$ cat config.mk
export PLATFORM = sky130hd
export DESIGN_NAME = dma_write_credit_arbiter
export DESIGN_NICKNAME = d
export VERILOG_FILES = /design/src/rtl/dma_write_credit_arbiter.sv
export SDC_FILE = /design/constraint.sdc
export NUM_CORES = 1
export LEC_CHECK = 0
export CORE_AREA = 2 2 245 247
export DETAILED_ROUTE_END_ITERATION = 8
export DIE_AREA = 0 0 247 249
export GPL_TIMING_DRIVEN = 1
export MAX_ROUTING_LAYER = met4
export PLACE_DENSITY = 0.46
export SETUP_SLACK_MARGIN = 0.3
export SYNTH_ARGS = -nofsm -noshare
export SYNTH_HDL_FRONTEND = slang
export SYNTH_SLANG_ARGS = --single-unit
$ cat constraint.sdc
create_clock -name clock -period 7.55 [get_ports clock]
set_input_delay 1.1325 -clock clock [delete_from_list [all_inputs] [get_ports clock]]
set_output_delay 1.1325 -clock clock [all_outputs]
set_load 0.1 [all_outputs]
$ cat src/rtl/dma_write_credit_arbiter.sv
// Round-robin, credit-gated arbiter sharing one single-beat AXI write port among NREQ DMA requesters.
// Optional B-response watchdog is enabled by defining DMA_WRCTRL_TIMEOUT_EN.
module dma_write_credit_arbiter #(
    parameter int NREQ    = 2,
    parameter int ADDR_W  = 49,
    parameter int DATA_W  = 128,
    parameter int ID_W    = 6,
    parameter int CREDITS = 16,
    parameter int TIMEOUT = 1024
) (
    input  logic                          clock,
    input  logic                          RESETn,
    input  logic [NREQ-1:0]               req_valid,
    output logic [NREQ-1:0]               req_ready,
    input  logic [NREQ*ADDR_W-1:0]        req_addr,
    input  logic [NREQ*DATA_W-1:0]        req_data,
    input  logic [NREQ*(DATA_W/8)-1:0]    req_strb,
    output logic [NREQ-1:0]               rsp_valid,
    input  logic [NREQ-1:0]               rsp_ready,
    output logic [1:0]                    rsp_resp,
    output logic                          m_awvalid,
    input  logic                          m_awready,
    output logic [ID_W-1:0]               m_awid,
    output logic [ADDR_W-1:0]             m_awaddr,
    output logic [7:0]                    m_awlen,
    output logic [2:0]                    m_awsize,
    output logic [1:0]                    m_awburst,
    output logic                          m_wvalid,
    input  logic                          m_wready,
    output logic [DATA_W-1:0]             m_wdata,
    output logic [DATA_W/8-1:0]           m_wstrb,
    output logic                          m_wlast,
    input  logic                          m_bvalid,
    output logic                          m_bready,
    input  logic [ID_W-1:0]               m_bid,
    input  logic [1:0]                    m_bresp,
    output logic [$clog2(CREDITS+1)-1:0]  credits_avail,
    output logic                          bid_err,
    output logic                          timeout_err
);

    localparam int STRB_W = DATA_W / 8;
    localparam int PTR_W  = (NREQ > 1) ? $clog2(NREQ) : 1;
    localparam int CNT_W  = $clog2(CREDITS + 1);
    localparam logic [CNT_W-1:0] CREDITS_MAX = CNT_W'(CREDITS);

    typedef enum logic {IDLE, ISSUE} state_t;

    state_t           state;
    logic [PTR_W-1:0] rr_ptr;
    logic [PTR_W-1:0] grant_idx;
    logic [PTR_W-1:0] hi_idx;
    logic [PTR_W-1:0] lo_idx;
    logic             hi_found;
    logic             grant;
    logic             aw_done;
    logic             w_done;
    logic             aw_fire;
    logic             w_fire;
    logic             b_fire;
    logic             bid_in_range;

    assign m_awlen   = 8'd0;
    assign m_awsize  = 3'($clog2(STRB_W));
    assign m_awburst = 2'b01;
    assign m_wlast   = 1'b1;

    // Lowest valid index at or above rr_ptr wins; otherwise wrap to the lowest valid index.
    // NOTE: every always_comb output gets a default first so no path leaves it unassigned (no latch).
    always_comb begin
        hi_found = 1'b0;
        hi_idx   = '0;
        lo_idx   = '0;
        for (int i = NREQ - 1; i >= 0; i--) begin
            if (req_valid[i]) begin
                lo_idx = PTR_W'(i);
                if (PTR_W'(i) >= rr_ptr) begin
                    hi_found = 1'b1;
                    hi_idx   = PTR_W'(i);
                end
            end
        end
        grant_idx = hi_found ? hi_idx : lo_idx;
    end

    // Credit check uses the registered count, so a same-cycle B never unblocks a grant at zero.
    assign grant = (state == IDLE) && (credits_avail != '0) && (|req_valid);

    always_comb begin
        req_ready = '0;
        if (grant) req_ready[grant_idx] = 1'b1;
    end

    assign aw_fire = m_awvalid && m_awready;
    assign w_fire  = m_wvalid && m_wready;

    // B routing: unknown IDs are accepted and dropped so the bus never stalls on them.
    assign bid_in_range = (m_bid < ID_W'(NREQ));
    assign rsp_resp     = m_bresp;

    always_comb begin
        rsp_valid = '0;
        m_bready  = 1'b1;
        for (int i = 0; i < NREQ; i++) begin
            if (m_bid == ID_W'(i)) begin
                rsp_valid[i] = m_bvalid;
                m_bready     = rsp_ready[i];
            end
        end
    end

    assign b_fire = m_bvalid && m_bready;

    // NOTE: the captured write payload is qualified by the valid flags, so it carries no reset.
    always_ff @(posedge clock) begin
        if (grant) begin
            m_awid   <= ID_W'(grant_idx);
            m_awaddr <= req_addr[grant_idx*ADDR_W +: ADDR_W];
            m_wdata  <= req_data[grant_idx*DATA_W +: DATA_W];
            m_wstrb  <= req_strb[grant_idx*STRB_W +: STRB_W];
        end
    end

    // NOTE: sequential state uses non-blocking assignments so every flop samples pre-edge values.
    always_ff @(posedge clock or negedge RESETn) begin
        if (!RESETn) begin
            state         <= IDLE;
            rr_ptr        <= '0;
            aw_done       <= 1'b0;
            w_done        <= 1'b0;
            m_awvalid     <= 1'b0;
            m_wvalid      <= 1'b0;
            credits_avail <= CREDITS_MAX;
            bid_err       <= 1'b0;
        end else begin
            case (state)
                IDLE: begin
                    if (grant) begin
                        state     <= ISSUE;
                        m_awvalid <= 1'b1;
                        m_wvalid  <= 1'b1;
                        aw_done   <= 1'b0;
                        w_done    <= 1'b0;
                        rr_ptr    <= (grant_idx == PTR_W'(NREQ - 1)) ? '0 : grant_idx + 1'b1;
                    end
                end
                ISSUE: begin
                    if (aw_fire) begin
                        m_awvalid <= 1'b0;
                        aw_done   <= 1'b1;
                    end
                    if (w_fire) begin
                        m_wvalid <= 1'b0;
                        w_done   <= 1'b1;
                    end
                    if ((aw_done || aw_fire) && (w_done || w_fire)) state <= IDLE;
                end
                default: state <= IDLE;
            endcase

            case ({grant, b_fire})
                2'b10: credits_avail <= credits_avail - 1'b1;
                2'b01: if (credits_avail != CREDITS_MAX) credits_avail <= credits_avail + 1'b1;
                default: ;
            endcase

            if (b_fire && (!bid_in_range || (!grant && credits_avail == CREDITS_MAX)))
                bid_err <= 1'b1;
        end
    end

`ifdef DMA_WRCTRL_TIMEOUT_EN
    localparam int TO_W = $clog2(TIMEOUT + 1);
    logic [TO_W-1:0] wd_cnt;

    // Watchdog runs only while writes are outstanding; any B restarts the wait.
    always_ff @(posedge clock or negedge RESETn) begin
        if (!RESETn) begin
            wd_cnt      <= '0;
            timeout_err <= 1'b0;
        end else if (b_fire || credits_avail == CREDITS_MAX) begin
            wd_cnt <= '0;
        end else if (wd_cnt != TO_W'(TIMEOUT)) begin
            wd_cnt <= wd_cnt + 1'b1;
            if (wd_cnt == TO_W'(TIMEOUT - 1)) timeout_err <= 1'b1;
        end
    end
`else
    assign timeout_err = 1'b0;
`endif

endmodule

==> impl_summary.log, run 1 <==
INFO  metric status = finished clean
INFO  metric critPathSlowestCell = clkdlybuf4s50_1
INFO  metric grt_pass1_wl = 52900 um
INFO  metric fillerInstances = 6179
INFO  metric reg2reg_to = credits_avail[4]
INFO  metric timing.critical_path.required = 6420 ps
INFO  metric initial_utilization = 15.5%
INFO  metric tritoncts = built
INFO  metric criticalPathCategory = input pin to output port
INFO  metric power_density = 418 nW/um2
INFO  metric routed_wl = 37900 um
INFO  metric syn_to_final_growth = 84.1%
INFO  metric grt_usage = 11.8%
INFO  metric globalRouteOverflowTotal = 0
INFO  metric fin_crit = 4850 ps
INFO  metric ctsHoldBuffers = 0
INFO  metric grt_start_max_net_pins = 123
INFO  metric number_of_enable_type_register_cells_in_the_synthesized_netlist = 194
INFO  metric io_pins = 632
INFO  metric slew-limit-headroom = 26.1%
INFO  metric synth.yosys.warnings = 0
INFO  metric place.detailed.hpwl = 29000 um
INFO  metric antenna_found_initial = 5
INFO  metric fraction_of_layout_instances_using_a_drive_strength_above_1 = 3.94%
INFO  metric async_flop_share = 5.83%
INFO  metric critical-path-top-cell-by-count = clkdlybuf4s50_1
INFO  metric timing.critical_path.from_type = input pin
INFO  metric setup_tns = 0 ps
INFO  metric cts_root_buffer = clkbuf_16
INFO  metric postSynthAreaPerCell = 10.0 um2
INFO  metric critical_path.startpoint = req_valid[0]
INFO  metric crit_path_cell_trace = clkdlybuf4s50_1, inv_2, o21ai_4, buf_4, nor2_1, clkdlybuf4s50_1
INFO  metric fp-row-count = 89
INFO  metric post_synth_num_cell_types = 34
INFO  metric finalSetupViolations = 0
INFO  metric fin_nets = 1910
INFO  metric max_stage_delay = 1020 ps
INFO  metric fmax = 206 MHz
INFO  metric drtAntennaViolNets = 0
INFO  metric clk_latency = 550 ps
INFO  metric worst_setup_hold_path_clk_slew = 50 ps
INFO  metric leakage = 6.77 nW
INFO  metric synth_sequential_area_ratio = 67.3%
INFO  metric cts_setup_buffers = 0
INFO  metric cp.arrival = 3720 ps
INFO  metric detailedRoute.firstIterationViolations = 290
INFO  metric timing.final.crit_share = 64.2%
INFO  metric cp-end-kind = output port
INFO  metric synth-seq-cells = 206
INFO  metric clock_path_buffers = 3
INFO  metric cp.buffers_inverters = 4
INFO  metric design.die.area = 61500 um2
INFO  metric io_buffer_count = 607
INFO  metric drt_drc_violations_left = 0
INFO  metric tritoncts_num_sinks = 206
INFO  metric worstRegToRegCells = 8
INFO  metric die_h = 249 um
INFO  metric syn_inst = 910
INFO  metric critPathCapture = req_ready[1]
INFO  metric viasPerCell = 3.60
INFO  metric dp_cell_count = 2248
INFO  metric worstHoldPathType = flip-flop to flip-flop
INFO  metric timing.final.max_slew_violations = 0
INFO  metric worst_ir_drop_vdd = 0.248 mV
INFO  metric max_cap_viol_count = 0
INFO  metric detail_route.first_pass.iterations = 4
INFO  metric timing.critical_path.max_delay_family = buffers and inverters
INFO  metric number_of_failing_hold_endpoints_at_the_final_stage = 0
INFO  metric wl_per_cell = 16.5 um
INFO  metric stdcell_count = 2297
INFO  metric worst_pin_slew = 1100 ps
INFO  metric gp_routability_congestion = 0.842
INFO  metric post_synthesis_instance_area = 9100 um2
INFO  metric yosys_most_used_dff = edfxtp_1
INFO  metric fp.coreArea = 58700 um2
INFO  metric crit_cells = 6
INFO  metric worst_r2r_startpoint = credits_avail[0]
INFO  metric gates_resized_cts_repair = 0
INFO  metric vias = 8263
INFO  metric cts_inserted_buffers = 26
INFO  metric cts.htree.levels = 1
INFO  metric worst-r2r-setup-slack = 4570 ps
INFO  metric fin_skew = 10.1 ps
INFO  metric critPathMaxFanout = 73
INFO  metric die_width = 247 um
INFO  metric setup_repair_after_global_routing_missed_its_margin = false
INFO  metric number_of_global_route_vias_before_repair = 8406
## where the power goes
group	leakage (nW)	internal, mW	switching [mW]
Clock	0.403	0.736	0.486
Combinational	4.38	0.855	3.06
Sequential	1.99	1.74	0.126
## how the worst min path moves through the flow
stage	start	end	slack, ps	cells after the start
floorplan	aw_done	aw_done	460	1
global placement	aw_done	aw_done	470	1
detailed placement	bid_err	bid_err	490	1
CTS	bid_err	bid_err	510	1
global route	aw_done	aw_done	530	1
finish	bid_err	bid_err	490	1
## cell usage after synthesis, types with 2 or more instances
master | count | share of area [%]
a32o_1 | 2 | 0.22
xor2_1 | 2 | 0.19
ha_1 | 3 | 0.41
buf_4 | 23 | 1.9
clkbuf_1 | 15 | 0.62
nand2_1 | 590 | 24
conb_1 | 2 | 0.083
mux2_4 | 2 | 0.33
nor2_1 | 6 | 0.25
a21oi_1 | 5 | 0.27
inv_1 | 3 | 0.12
xnor2_1 | 2 | 0.19
a21o_1 | 2 | 0.16
buf_2 | 27 | 1.5
edfxtp_1 | 194 | 64
dfrtp_1 | 11 | 3.0
inv_2 | 3 | 0.12
o21ai_1 | 2 | 0.11
## cell families after synthesis
| logic type | count (synthesis) | synth area share [%] |
|---|---|---|
| fa+ha+maj | 4 | 0.632 |
| compound gates | 16 | 1.37 |
| simple gates | 603 | 25.2 |
| buf+inv | 71 | 4.25 |
| flops | 206 | 67.3 |
| mux | 4 | 0.728 |
| xor+xnor | 4 | 0.385 |
| other cells | 2 | 0.0825 |
## routing by layer
| metal | vias to the layer above | track usage, % | wire length (um) |
|---|---|---|---|
| met4 | 0 | 3.75 | 995 |
| met1 | 3715 | 12.5 | 14400 |
| met5 | - | - | 0 |
| met3 | 49 | 3.88 | 3820 |
| li1 | 4090 | - | - |
| met2 | 409 | 20.8 | 18700 |
## cells in the final DEF (no fill, tap or decap), types with 4 or more instances in the layout
master | synthesis | final
clkbuf_1 | 15 | 8
clkdlybuf4s50_1 | 0 | 602
nand2_1 | 590 | 590
edfxtp_1 | 194 | 194
conb_1 | 2 | 20
clkinv_1 | 0 | 4
clkbuf_16 | 0 | 27
a21oi_1 | 5 | 5
buf_4 | 23 | 8
nor2_1 | 6 | 6
dfrtp_1 | 11 | 11
## final cells by class
type	instances	area, um2	area share [%]
Timing Repair Buffer	612	6130	36.6
Tap cell	773	967	5.77
Inverter	6	35.0	0.209
Sequential cell	206	6130	36.6
Clock buffer	37	733	4.38
Multi-Input combinational cell	651	2670	15.9
Clock inverter	9	90.1	0.538
Antenna cell	3	7.51	0.0448
## sequential cells by signal, indices dropped and copies added (netlist names)
signal,cells
m_wdata,128
m_awaddr,49
m_wstrb,16
credits_avail,5
aw_done,1
bid_err,1
m_awid,1
m_awvalid,1
m_wvalid,1
rr_ptr,1
state,1
w_done,1
## metrics by stage
stage / hold WS, ps / utilization [%] / power [mW] / setup slack, ps / instance area [um2]
3_3_place_gp: 474 / 27.1 / 5.85 / 2590 / 15900
6_report: 492 / 28.5 / 7.01 / 2700 / 16800
4_1_cts: 506 / 28.5 / 7.13 / 2580 / 16700
3_5_place_dp: 487 / 27.1 / 5.86 / 2590 / 15900
2_1_floorplan: 464 / - / 4.81 / 2170 / 9170
5_1_grt: 526 / 28.5 / 7.30 / 2580 / 16800
Note: power is estimated with default switching activity, not from simulation.
==> run 2, diff against run 1 <==
- CORE_AREA: 2 2 245 247 -> 2 2 244 246
- DIE_AREA: 0 0 247 249 -> 0 0 246 248
- PLACE_DENSITY: 0.46 -> 0.48
- clock period: 7.55 -> 4.1 ns (I/O delays scaled with it)
==> run 2 against run 1 <==
  * Via count grew 0.31%
  * Die area shrank 0.80%
  * Total power grew 85%
  * Clock-buffer cell count shrank 2
  * Sequential power grew 84%
  * Largest power group unchanged
==> impl_summary.log, run 2 (synthesized netlist as in run 1, its figures left out) <==
INFO  metric number_of_global_route_vias_before_repair = 8114 (was 8406)
INFO  metric fp-row-count = 89 (unchanged)
INFO  metric vias = 8289 (was 8263)
INFO  metric place.detailed.hpwl = 29200 um (was 29000 um)
INFO  metric setup_tns = 0 ps (unchanged)
INFO  metric grt_pass1_wl = 50500 um (was 52900 um)
INFO  metric holdWs = 437 ps (was 492 ps)
INFO  metric critPathMaxFanout = 12 (was 73)
INFO  metric fp.coreArea = 58500 um2 (was 58700 um2)
INFO  metric ctsHoldBuffers = 0 (unchanged)
INFO  metric cts.htree.levels = 1 (unchanged)
INFO  metric cell_internal_pwr = 6.15 mW (was 3.33 mW)
INFO  metric leakage = 6.81 nW (was 6.77 nW)
INFO  metric grt_start_max_net_pins = 114 (was 123)
INFO  metric fraction_of_layout_instances_using_a_drive_strength_above_1 = 4.65% (was 3.94%)
INFO  metric criticalPathCategory = flip-flop to flip-flop (was input pin to output port)
INFO  metric gates_resized_cts_repair = 0 (unchanged)
INFO  metric antenna_found_initial = 3 (was 5)
INFO  metric routed_wl = 37200 um (was 37900 um)
INFO  metric detail_route.first_pass.iterations = 4 (unchanged)
INFO  metric finalSetupViolations = 0 (unchanged)
INFO  metric cts_inserted_buffers = 26 (unchanged)
INFO  metric number_of_failing_hold_endpoints_at_the_final_stage = 0 (unchanged)
INFO  metric syn_to_final_growth = 84.8% (was 84.1%)
INFO  metric comb_power_share = 56.3% (was 55.9%)
INFO  metric timing.critical_path.from_type = flip-flop (was input pin)
INFO  metric drt_drc_violations_left = 0 (unchanged)
INFO  metric reg2reg_to = credits_avail[4] (unchanged)
INFO  metric max_cap_viol_count = 0 (unchanged)
INFO  metric clk_latency = 550 ps (about the same)
INFO  metric grt_usage = 11.5% (was 11.8%)
INFO  metric worst_pin_slew = 1110 ps (was 1100 ps)
INFO  metric status = finished clean (unchanged)
INFO  metric power.sequential.fraction = 26.6% (about the same)
INFO  metric worstHoldPathType = input pin to async pin (was flip-flop to flip-flop)
INFO  metric io_buffer_count = 607 (unchanged)
INFO  metric worst_setup_hold_path_clk_slew = 60 ps (was 50 ps)
INFO  metric die_h = 248 um (was 249 um)
INFO  metric tritoncts_num_sinks = 206 (unchanged)
INFO  metric gp_routability_congestion = 0.784 (was 0.842)
INFO  metric worst-r2r-setup-slack = 1160 ps (was 4570 ps)
INFO  metric final_area = 16800 um2 (about the same)
INFO  metric viasPerCell = 3.60 (about the same)
INFO  metric power.share.switching = 52.5% (about the same)
INFO  metric io_pins = 632 (unchanged)
INFO  metric timing.final.crit_share = 71.6%
INFO  metric biggestRegsByFlops = m_wdata x128, m_awaddr x49, m_wstrb x16 (unchanged)
INFO  metric cp-end-kind = flip-flop (was output port)
INFO  metric drtAntennaViolNets = 0 (unchanged)
INFO  metric power_density = 769 nW/um2 (was 418 nW/um2)
INFO  metric max_ffs_per_register = 128 (unchanged)
INFO  metric worstRegToRegCells = 8 (unchanged)
INFO  metric cts_setup_buffers = 0 (unchanged)
INFO  metric fin_crit = 2940 ps
INFO  metric worst_setup_slack_after_placement = 713 ps (was 2590 ps)
INFO  metric tritoncts = built (unchanged)
INFO  metric fin_nets = 1915 (was 1910)
INFO  metric dp_cell_count = 2253 (was 2248)
INFO  metric post_dp_cell_area = 16000 um2 (was 15900 um2)
INFO  metric worst_ir_drop_vdd = 0.451 mV (was 0.248 mV)
INFO  metric slew-limit-headroom = 25.8% (was 26.1%)
INFO  metric design.die.area = 61000 um2 (was 61500 um2)
INFO  metric fillerInstances = 6150 (was 6179)
INFO  metric detailedRoute.firstIterationViolations = 307 (was 290)
INFO  metric cp.arrival = 3400 ps (was 3720 ps)
INFO  metric worst_r2r_startpoint = credits_avail[0] (unchanged)
INFO  metric globalRouteOverflowTotal = 0 (unchanged)
INFO  metric fmax = 340 MHz
INFO  metric setup_repair_after_global_routing_missed_its_margin = false (unchanged)
INFO  metric top_register = m_wdata (unchanged)
INFO  metric highest_count_cells_in_the_layout_ignoring_fill_and_taps = clkdlybuf4s50_1, nand2_1, edfxtp_1 (unchanged)
INFO  metric setup_slack = 1160 ps (was 2700 ps)
INFO  metric timing.final.max_slew_violations = 0 (unchanged)
INFO  metric initial_utilization = 15.6% (was 15.5%)
INFO  metric wl_per_cell = 16.1 um (was 16.5 um)
INFO  metric clock_path_buffers = 3 (unchanged)
INFO  metric fin_skew = 16.5 ps (was 10.1 ps)
INFO  metric critical_path.startpoint = credits_avail[0] (was req_valid[0])
INFO  metric netSwitchingPower = 6.79 mW (was 3.68 mW)
INFO  metric part_of_the_total_power_dissipated_in_the_clock_network = 17.1% (was 17.4%)
INFO  metric layout.cells.most_common = clkdlybuf4s50_1 (unchanged)
INFO  metric stdcell_count = 2302 (was 2297)
INFO  metric cts_root_buffer = clkbuf_16 (unchanged)
INFO  metric timing.critical_path.required = 4570 ps (was 6420 ps)
INFO  metric die_width = 246 um (was 247 um)
-- run 2: changes by cell type in the layout (fill, tap and decap cells not counted), moves of 2 or more --
cell and delta:
clkbuf_8 -2, clkinv_1 +2, buf_12 +4, diode_2 -2, buf_4 +6, clkdlybuf4s50_1 -5
-- run 2: critical path, stage by stage, from the launching register on --
cell and delay, ps:
dfrtp_1 450, nor4_2 340, a211o_1 490, nand2_1 250
fa_1 450, a21o_1 180, a21oi_1 280, mux2i_4 280
xnor2_1 130
-- run 2: metal layers --
metal,part of all wire [%],global-route usage [%],vias up
met3,9.4,3.73,54
met1,38,12.1,3729
met5,0,-,-
met2,51,20.4,401
met4,2.3,3.16,0
li1,-,-,4105
-- run 2: layout make-up --
class	count	area, um2	area share (%)
sequential	206	6130	36.4
timing repair buffer	617	6200	36.9
tap	773	967	5.75
antenna	1	2.50	0.0149
clock inverter	13	111	0.662
clock buffer	35	706	4.19
multi-input combinational	651	2670	15.9
inverter	6	35.0	0.208
-- run 2: worst max path at each step --
stage	endpoint	slack, ps	depth (start not counted)
6_report	credits_avail[4]	1160	8
5_1_grt	credits_avail[4]	940	8
2_1_floorplan	req_ready[1]	540	4
3_5_place_dp	credits_avail[4]	710	9
3_3_place_gp	credits_avail[4]	740	9
4_1_cts	credits_avail[4]	1140	8
-- run 2: power groups by stage --
stage,sequential [mW],clock (mW),combinational (mW)
2_1_floorplan,7.75,0,1.07
3_3_place_gp,3.47,0,7.37
3_5_place_dp,3.49,0,7.36
4_1_cts,3.45,2.30,7.37
5_1_grt,3.50,2.39,7.56
6_report,3.44,2.21,7.29
-- run 2: per-stage QoR --
step                total power, mW  util [%]
floorplan                      8.82         -
detailed placement             10.9      27.4
global route                   13.5      28.8
finish                         12.9      28.8
CTS                            13.1      28.8
global placement               10.8      27.4
